==> config.mk <==
export PLATFORM = sky130hd
export DESIGN_NAME = zbt_bank_sched
export DESIGN_NICKNAME = d
export VERILOG_FILES = /design/src/rtl/zbt_bank_sched.sv
export SDC_FILE = /design/constraint.sdc
export NUM_CORES = 1
export LEC_CHECK = 0
export CORE_ASPECT_RATIO = 0.5
export CORE_MARGIN = 2
export CORE_UTILIZATION = 45
export DETAILED_ROUTE_END_ITERATION = 6
export GPL_ROUTABILITY_DRIVEN = 0
export GPL_TIMING_DRIVEN = 0
export MAX_ROUTING_LAYER = met4
export PLACE_DENSITY = 0.72
export SLEW_MARGIN = 20
export SYNTH_ARGS = -nofsm -noshare
export SYNTH_HDL_FRONTEND = slang
export SYNTH_SLANG_ARGS = --single-unit
==> constraint.sdc <==
create_clock -name clk -period 12.1 [get_ports clk]
set_input_delay 3.63 -clock clk [delete_from_list [all_inputs] [get_ports clk]]
set_output_delay 3.63 -clock clk [all_outputs]
set_load 0.005 [all_outputs]
==> src/rtl/zbt_bank_sched.sv <==
// Single-bank ZBT scheduler: display reads take priority, edge-processor writes are
// buffered in a FIFO and drained in idle slots or forced after a bounded read streak.
module zbt_bank_sched #(
  parameter int FIFO_AW       = 3,
  parameter int MAX_RD_STREAK = 16,
  parameter int MEM_LATENCY   = 2
) (
  input  logic               clk,
  input  logic               reset,
  input  logic               rd_req,
  input  logic [18:0]        rd_addr,
  output logic               rd_ready,
  output logic [35:0]        rd_data,
  output logic               rd_valid,
  input  logic               wr_valid,
  input  logic [18:0]        wr_addr,
  input  logic [35:0]        wr_data,
  output logic               wr_ready,
  output logic [FIFO_AW:0]   fifo_level,
  output logic [18:0]        mem_addr,
  output logic               mem_we,
  output logic [35:0]        mem_wdata,
  input  logic [35:0]        mem_rdata
);

  localparam int DEPTH = 1 << FIFO_AW;
  localparam int SW    = $clog2(MAX_RD_STREAK + 1);

  typedef enum logic [1:0] {
    G_IDLE  = 2'd0,
    G_READ  = 2'd1,
    G_WRITE = 2'd2
  } grant_t;

  logic [FIFO_AW:0]   r_level;
  logic [FIFO_AW-1:0] r_wptr;
  logic [FIFO_AW-1:0] r_rptr;
  logic [18:0]        r_fifo_addr [DEPTH];
  logic [35:0]        r_fifo_data [DEPTH];
  logic [SW-1:0]      r_streak;

  logic [18:0]        r_mem_addr;
  logic               r_mem_we;
  logic [35:0]        r_mem_wdata;
  logic [35:0]        r_rd_data;
  logic               r_rd_valid;

  logic               r_wd_v  [MEM_LATENCY];
  logic [35:0]        r_wd    [MEM_LATENCY];
  logic               r_tag   [MEM_LATENCY+1];

  grant_t             w_grant;
  logic               w_empty;
  logic               w_full;
  logic               w_forced;
  logic               w_push;
  logic               w_pop;

  assign w_empty  = (r_level == {(FIFO_AW+1){1'b0}});
  assign w_full   = (r_level == (FIFO_AW+1)'(DEPTH));
  assign w_forced = (r_streak == SW'(MAX_RD_STREAK)) && !w_empty;

  // Grant decision from registered state only; a same-cycle push never qualifies.
  always_comb begin
    w_grant = G_IDLE;
    if (reset) begin
      w_grant = G_IDLE;
    end else if (w_forced) begin
      w_grant = G_WRITE;
    end else if (rd_req) begin
      w_grant = G_READ;
    end else if (!w_empty) begin
      w_grant = G_WRITE;
    end else begin
      w_grant = G_IDLE;
    end
  end

  assign rd_ready = (w_grant == G_READ);
  assign wr_ready = !w_full && !reset;
  assign w_push   = wr_valid && wr_ready;
  assign w_pop    = (w_grant == G_WRITE);

  // FIFO pointers and occupancy.
  always_ff @(posedge clk) begin
    if (reset) begin
      r_level <= {(FIFO_AW+1){1'b0}};
      r_wptr  <= {FIFO_AW{1'b0}};
      r_rptr  <= {FIFO_AW{1'b0}};
    end else begin
      if (w_push) r_wptr <= r_wptr + 1'b1;
      if (w_pop)  r_rptr <= r_rptr + 1'b1;
      case ({w_push, w_pop})
        2'b10:   r_level <= r_level + 1'b1;
        2'b01:   r_level <= r_level - 1'b1;
        default: r_level <= r_level;
      endcase
    end
  end

  // FIFO storage; contents are don't-care outside the occupied window.
  always_ff @(posedge clk) begin
    if (w_push) begin
      r_fifo_addr[r_wptr] <= wr_addr;
      r_fifo_data[r_wptr] <= wr_data;
    end
  end

  // Consecutive-read streak seen by a waiting write.
  always_ff @(posedge clk) begin
    if (reset) begin
      r_streak <= {SW{1'b0}};
    end else if (w_empty || w_grant == G_WRITE) begin
      r_streak <= {SW{1'b0}};
    end else if (w_grant == G_READ && r_streak != SW'(MAX_RD_STREAK)) begin
      r_streak <= r_streak + 1'b1;
    end else begin
      r_streak <= r_streak;
    end
  end

  // Address/command register; IDLE keeps the last address on the bus.
  always_ff @(posedge clk) begin
    if (reset) begin
      r_mem_addr <= 19'd0;
      r_mem_we   <= 1'b0;
    end else begin
      case (w_grant)
        G_READ: begin
          r_mem_addr <= rd_addr;
          r_mem_we   <= 1'b0;
        end
        G_WRITE: begin
          r_mem_addr <= r_fifo_addr[r_rptr];
          r_mem_we   <= 1'b1;
        end
        default: begin
          r_mem_addr <= r_mem_addr;
          r_mem_we   <= 1'b0;
        end
      endcase
    end
  end

  // Write data trails its address by the ZBT pipeline depth.
  always_ff @(posedge clk) begin
    if (reset) begin
      for (int i = 0; i < MEM_LATENCY; i++) begin
        r_wd_v[i] <= 1'b0;
        r_wd[i]   <= 36'd0;
      end
      r_mem_wdata <= 36'd0;
    end else begin
      r_wd_v[0] <= w_pop;
      r_wd[0]   <= w_pop ? r_fifo_data[r_rptr] : r_wd[0];
      for (int i = 1; i < MEM_LATENCY; i++) begin
        r_wd_v[i] <= r_wd_v[i-1];
        r_wd[i]   <= r_wd[i-1];
      end
      if (r_wd_v[MEM_LATENCY-1]) r_mem_wdata <= r_wd[MEM_LATENCY-1];
      else                       r_mem_wdata <= r_mem_wdata;
    end
  end

  // Read tags follow each issued read until its data is on mem_rdata.
  always_ff @(posedge clk) begin
    if (reset) begin
      for (int i = 0; i <= MEM_LATENCY; i++) r_tag[i] <= 1'b0;
      r_rd_data  <= 36'd0;
      r_rd_valid <= 1'b0;
    end else begin
      r_tag[0] <= (w_grant == G_READ);
      for (int i = 1; i <= MEM_LATENCY; i++) r_tag[i] <= r_tag[i-1];
      r_rd_valid <= r_tag[MEM_LATENCY];
      if (r_tag[MEM_LATENCY]) r_rd_data <= mem_rdata;
      else                    r_rd_data <= r_rd_data;
    end
  end

  assign fifo_level = r_level;
  assign mem_addr   = r_mem_addr;
  assign mem_we     = r_mem_we;
  assign mem_wdata  = r_mem_wdata;
  assign rd_data    = r_rd_data;
  assign rd_valid   = r_rd_valid;

endmodule

==> out/qor.csv, run 1 <==
stage,metric,value,unit
run_status,status,finished clean,
clock_network,Clock transition at path regs,70,ps
clock_network,PostCTS Resize Cnt,0,
critical_path,worst-path fanout max,10,
logic_synthesis,"Top FF cell, synth",edfxtp_1,
sta,Final Max Slew Viols,0,
clock_network,root buf cell,clkbuf_16,
min_path,class of the worst hold path,reg -> reg,
logic_synthesis,Syn Inst Count,1338,
cells_and_area,Antenna Cells,0,
routing,Routed met3 length,3365,um
sta,Tcrit/Tclk final,0.7949,
sta,Slew Limit Headroom,0.3511,
clock_network,htree depth,2,
die,I/O pin cnt,213,
routing,DRT Pass-1 Iters,5,
clock_network,# Post-CTS Setup Buffers,0,
placement,Port Buf Inserts,212,
global_route,first-pass GRT wire length,78270,um
placement,Placed Cells,2293,
logic_synthesis,Synth Net Count,1461,
die,Die ar.,0.05278,mm2
global_route,total gr overflow,0,
die,Core ar.,0.05022,mm2
logic_synthesis,"FF+latch count, synth",627,
clock_network,clock buffer depth,3,
die,Placement Rows,58,
die,width of the die,322.9,um
critical_path,critical path's most frequent cell,clkdlybuf4s50_1,
routing,met2 WL,26340,um
critical_path,crit path buf inv count,4,
die,die height,163.5,um
logic_synthesis,Post-synth EDFFs,440,
clock_network,CTS buffer count,53,
sta,fmax,104.0,MHz
sta,"Hold Violations, Final",0,
placement,pre-CTS WS,2466,ps
critical_path,"Cell Chain, Critical Path",clkdlybuf4s50_1 > clkbuf_1 > inv_1 > nand2_1 > ha_1 > clkdlybuf4s50_1,
clock_network,worst skew pair latency,600,ps
logic_synthesis,"Avg Cell Area, Syn",17.10,um2
sta,worst clock skew,20.37,ps
critical_path,"slowest stage delay, CP",600,ps
pwr,leak pwr,9.134,nW
pwr,Worst IR Drop VDD,0.1053,mV
routing,highest metal used,met4,
global_route,initial antenna violation count,0,
sta,worst slew pin tran,973.4,ps
routing,Routed wire per std cell,22.12,um
cells_and_area,"most common cell after layout, fill and taps aside",edfxtp_1,
routing,Met1 Wirelength,22220,um
critical_path,CP Class,in -> out,
critical_path,Reg2Reg Depth,9,
die,Initial Utilization,0.4557,
pwr,power per cell area,152.6,mW/mm2
job,Max Cap Violations,0,
cells_and_area,nets,1781,
critical_path,Levels on crit path,6,
cells_and_area,non-filler instance count after layout,2391,
clock_network,CTS hold repair buffers,0,
critical_path,slowest CP cell,clkbuf_1,
logic_synthesis,mapped cell area,0.02288,mm2
critical_path,Worst Path Required,8470,ps
cells_and_area,area growth from synthesis to layout,23.02,%
logic_synthesis,Netlist cell types,39,
routing,vias per cell,5.342,
global_route,largest net degree at the start of global routing,21,
placement,post-detail-place hpwl,35610,um
clock_network,CTS sink cnt,627,
critical_path,CP arrival,5990,ps
routing,"antenna viol nets, final",0,
routing,drt drc,0,
critical_path,crit end category,output pin,
routing,vias,12770,
sta,Final setup violation count,0,
routing,DRT Wirelength,52900,um
critical_path,crit path launch type,input pin,
min_path,Hold Crit Depth,1,
placement,placed instance area,0.02645,mm2
clock_network,CTS tree,yes,
sta,unrepaired setup endpoints after global routing,false,
sta,minimum clock period,9619,ps
logic_synthesis,synth warn,0,
cells_and_area,most frequent cells in the layout,"edfxtp_1 (440), clkdlybuf4s50_1 (212), dfxtp_1 (187)",
cells_and_area,share of cells above drive strength 1,0.1505,
global_route,GRT Total Usage,0.2065,
global_route,vias in the first global route,12710,
cells_and_area,Finished Cell Area,0.02815,mm2
routing,drt initial violations,1023,
cells_and_area,Util after Layout,0.5606,
logic_synthesis,"Seq/Total Area, Yosys",0.7410,
sta,final worst slack,2481,ps
critical_path,cell family with most CP delay,buffers and inverters,
logic_synthesis,ys async rst share,0,
sta,Hold WS,452.5,ps
==> synth_stat cells (2+ instances only) <==
| cell type | count | area share |
|---|---|---|
| nand2b_1 | 4 | 0.0011 |
| and2_1 | 2 | 0.00055 |
| edfxtp_1 | 440 | 0.58 |
| o22ai_1 | 55 | 0.015 |
| nand4_1 | 3 | 0.00082 |
| nand3_1 | 6 | 0.0013 |
| mux4_1 | 3 | 0.0034 |
| nor2_1 | 124 | 0.020 |
| a21oi_1 | 4 | 0.00087 |
| nor4_1 | 2 | 0.00055 |
| dfxtp_1 | 187 | 0.16 |
| ha_1 | 9 | 0.0049 |
| xnor2_1 | 3 | 0.0011 |
| a22oi_1 | 57 | 0.019 |
| inv_1 | 5 | 0.00082 |
| or3_1 | 2 | 0.00055 |
| clkbuf_2 | 3 | 0.00066 |
| buf_2 | 30 | 0.0066 |
| nand2_1 | 27 | 0.0044 |
| buf_1 | 6 | 0.00098 |
| xor2_1 | 8 | 0.0031 |
| nor2b_1 | 46 | 0.013 |
| mux4_2 | 69 | 0.068 |
| nor3_1 | 40 | 0.0087 |
| o21ai_0 | 3 | 0.00066 |
| buf_12 | 6 | 0.0052 |
| mux2i_1 | 150 | 0.066 |
| nor2_2 | 2 | 0.00055 |
| buf_8 | 2 | 0.0013 |
| clkbuf_1 | 26 | 0.0043 |
| buf_6 | 6 | 0.0030 |
==> stage by stage <==
step,setup TNS (ps),power (mW)
detailed placement,0,2.670
finish,0,4.295
CTS,0,4.322
global placement,-496760,2.663
global route,0,4.425
floorplan,0,2.540
==> report_power, final <==
part | total (mW) | internal (mW) | switching [mW]
Sequential | 2.35 | 2.34 | 0.0172
Clock | 1.67 | 0.908 | 0.764
Combinational | 0.270 | 0.131 | 0.139
Total | 4.29 | 3.37 | 0.920
==> worst reg2reg max path: cells and delay by family, from the launching register on <==
kind            cells  cell delay (ps)
compound gates      3              530
fa+ha+maj           1              270
buf+inv             3              850
flops               1              310
simple gates        2             1050
==> routing by layer <==
layer  GRT usage  vias to the layer above
met5           -                        -
li1            -                     5803
met4     0.04905                        0
met1      0.2618                     6463
met2      0.3492                      440
met3     0.03559                       67
==> final timing paths <==
check / end / from / slack, ps
max: rd_ready / reset / 2480
min: r_tag[0][2]$_SDFF_PP0_ / r_tag[0][1]$_SDFF_PP0_ / 450
max reg2reg: mem_addr[10]$_SDFFE_PP0P_ / fifo_level[1]$_SDFFE_PP0P_ / 9030
min reg2reg: r_tag[0][2]$_SDFF_PP0_ / r_tag[0][1]$_SDFF_PP0_ / 450
==> flip-flops by register name (all words and copies together), names as in the netlist, 3 cells and up, named ones only <==
register / cells
mem_addr: 19
r_fifo_data: 288
r_wd: 72
rd_data: 36
r_wptr: 3
r_tag: 3
r_streak: 5
fifo_level: 4
r_rptr: 3
mem_wdata: 36
r_fifo_addr: 152
==> layout make-up <==
class	instances	area [um2]
Clock buffer	67	1430
Tap cell	690	863.3
Buffer	79	503.0
Fill cell	3878	22070
Timing Repair Buffer	265	2659
Clock inverter	31	266.5
Multi-Input combinational cell	627	5454
Sequential cell	627	16960
Inverter	5	18.77
==> cells by family after synthesis <==
family          synth area share
simple gates             0.05424
buf+inv                  0.02280
flops                     0.7410
xor+xnor                0.004211
fa+ha+maj               0.004921
compound gates           0.03587
mux                       0.1370
(Power assumes the default switching activity.)
==> inputs of run 2 (changes only) <==
Clock period 12.1 ns to 9.2 ns, I/O delays scaled along.
==> results of run 2 <==
Same layout as run 1 (identical final DEF). Status: finished clean.
Main changes from that run: setup slack after placement 2466 ps -> 1306 ps; setup slack after layout 2481 ps -> 1321 ps; register-to-register setup slack 9030 ps -> 6130 ps; total power 4.295 mW -> 5.649 mW; worst IR drop on VDD 0.1053 mV -> 0.1385 mV
==> inputs of run 3 (changes only) <==
==> constraint.sdc (replaced) <==
create_clock -name clk -period 9.2 [get_ports clk]
set_input_delay 1.38 -clock clk [delete_from_list [all_inputs] [get_ports clk]]
set_output_delay 1.38 -clock clk [all_outputs]
set_load 0.005 [all_outputs]
==> results of run 3 <==
Same layout as run 1 (identical final DEF). Status: finished clean.
Main changes from that run: setup slack after placement 2466 ps -> 4066 ps; setup slack after layout 2481 ps -> 4081 ps; register-to-register setup slack 9030 ps -> 6130 ps; total power 4.295 mW -> 5.649 mW; worst IR drop on VDD 0.1053 mV -> 0.1385 mV
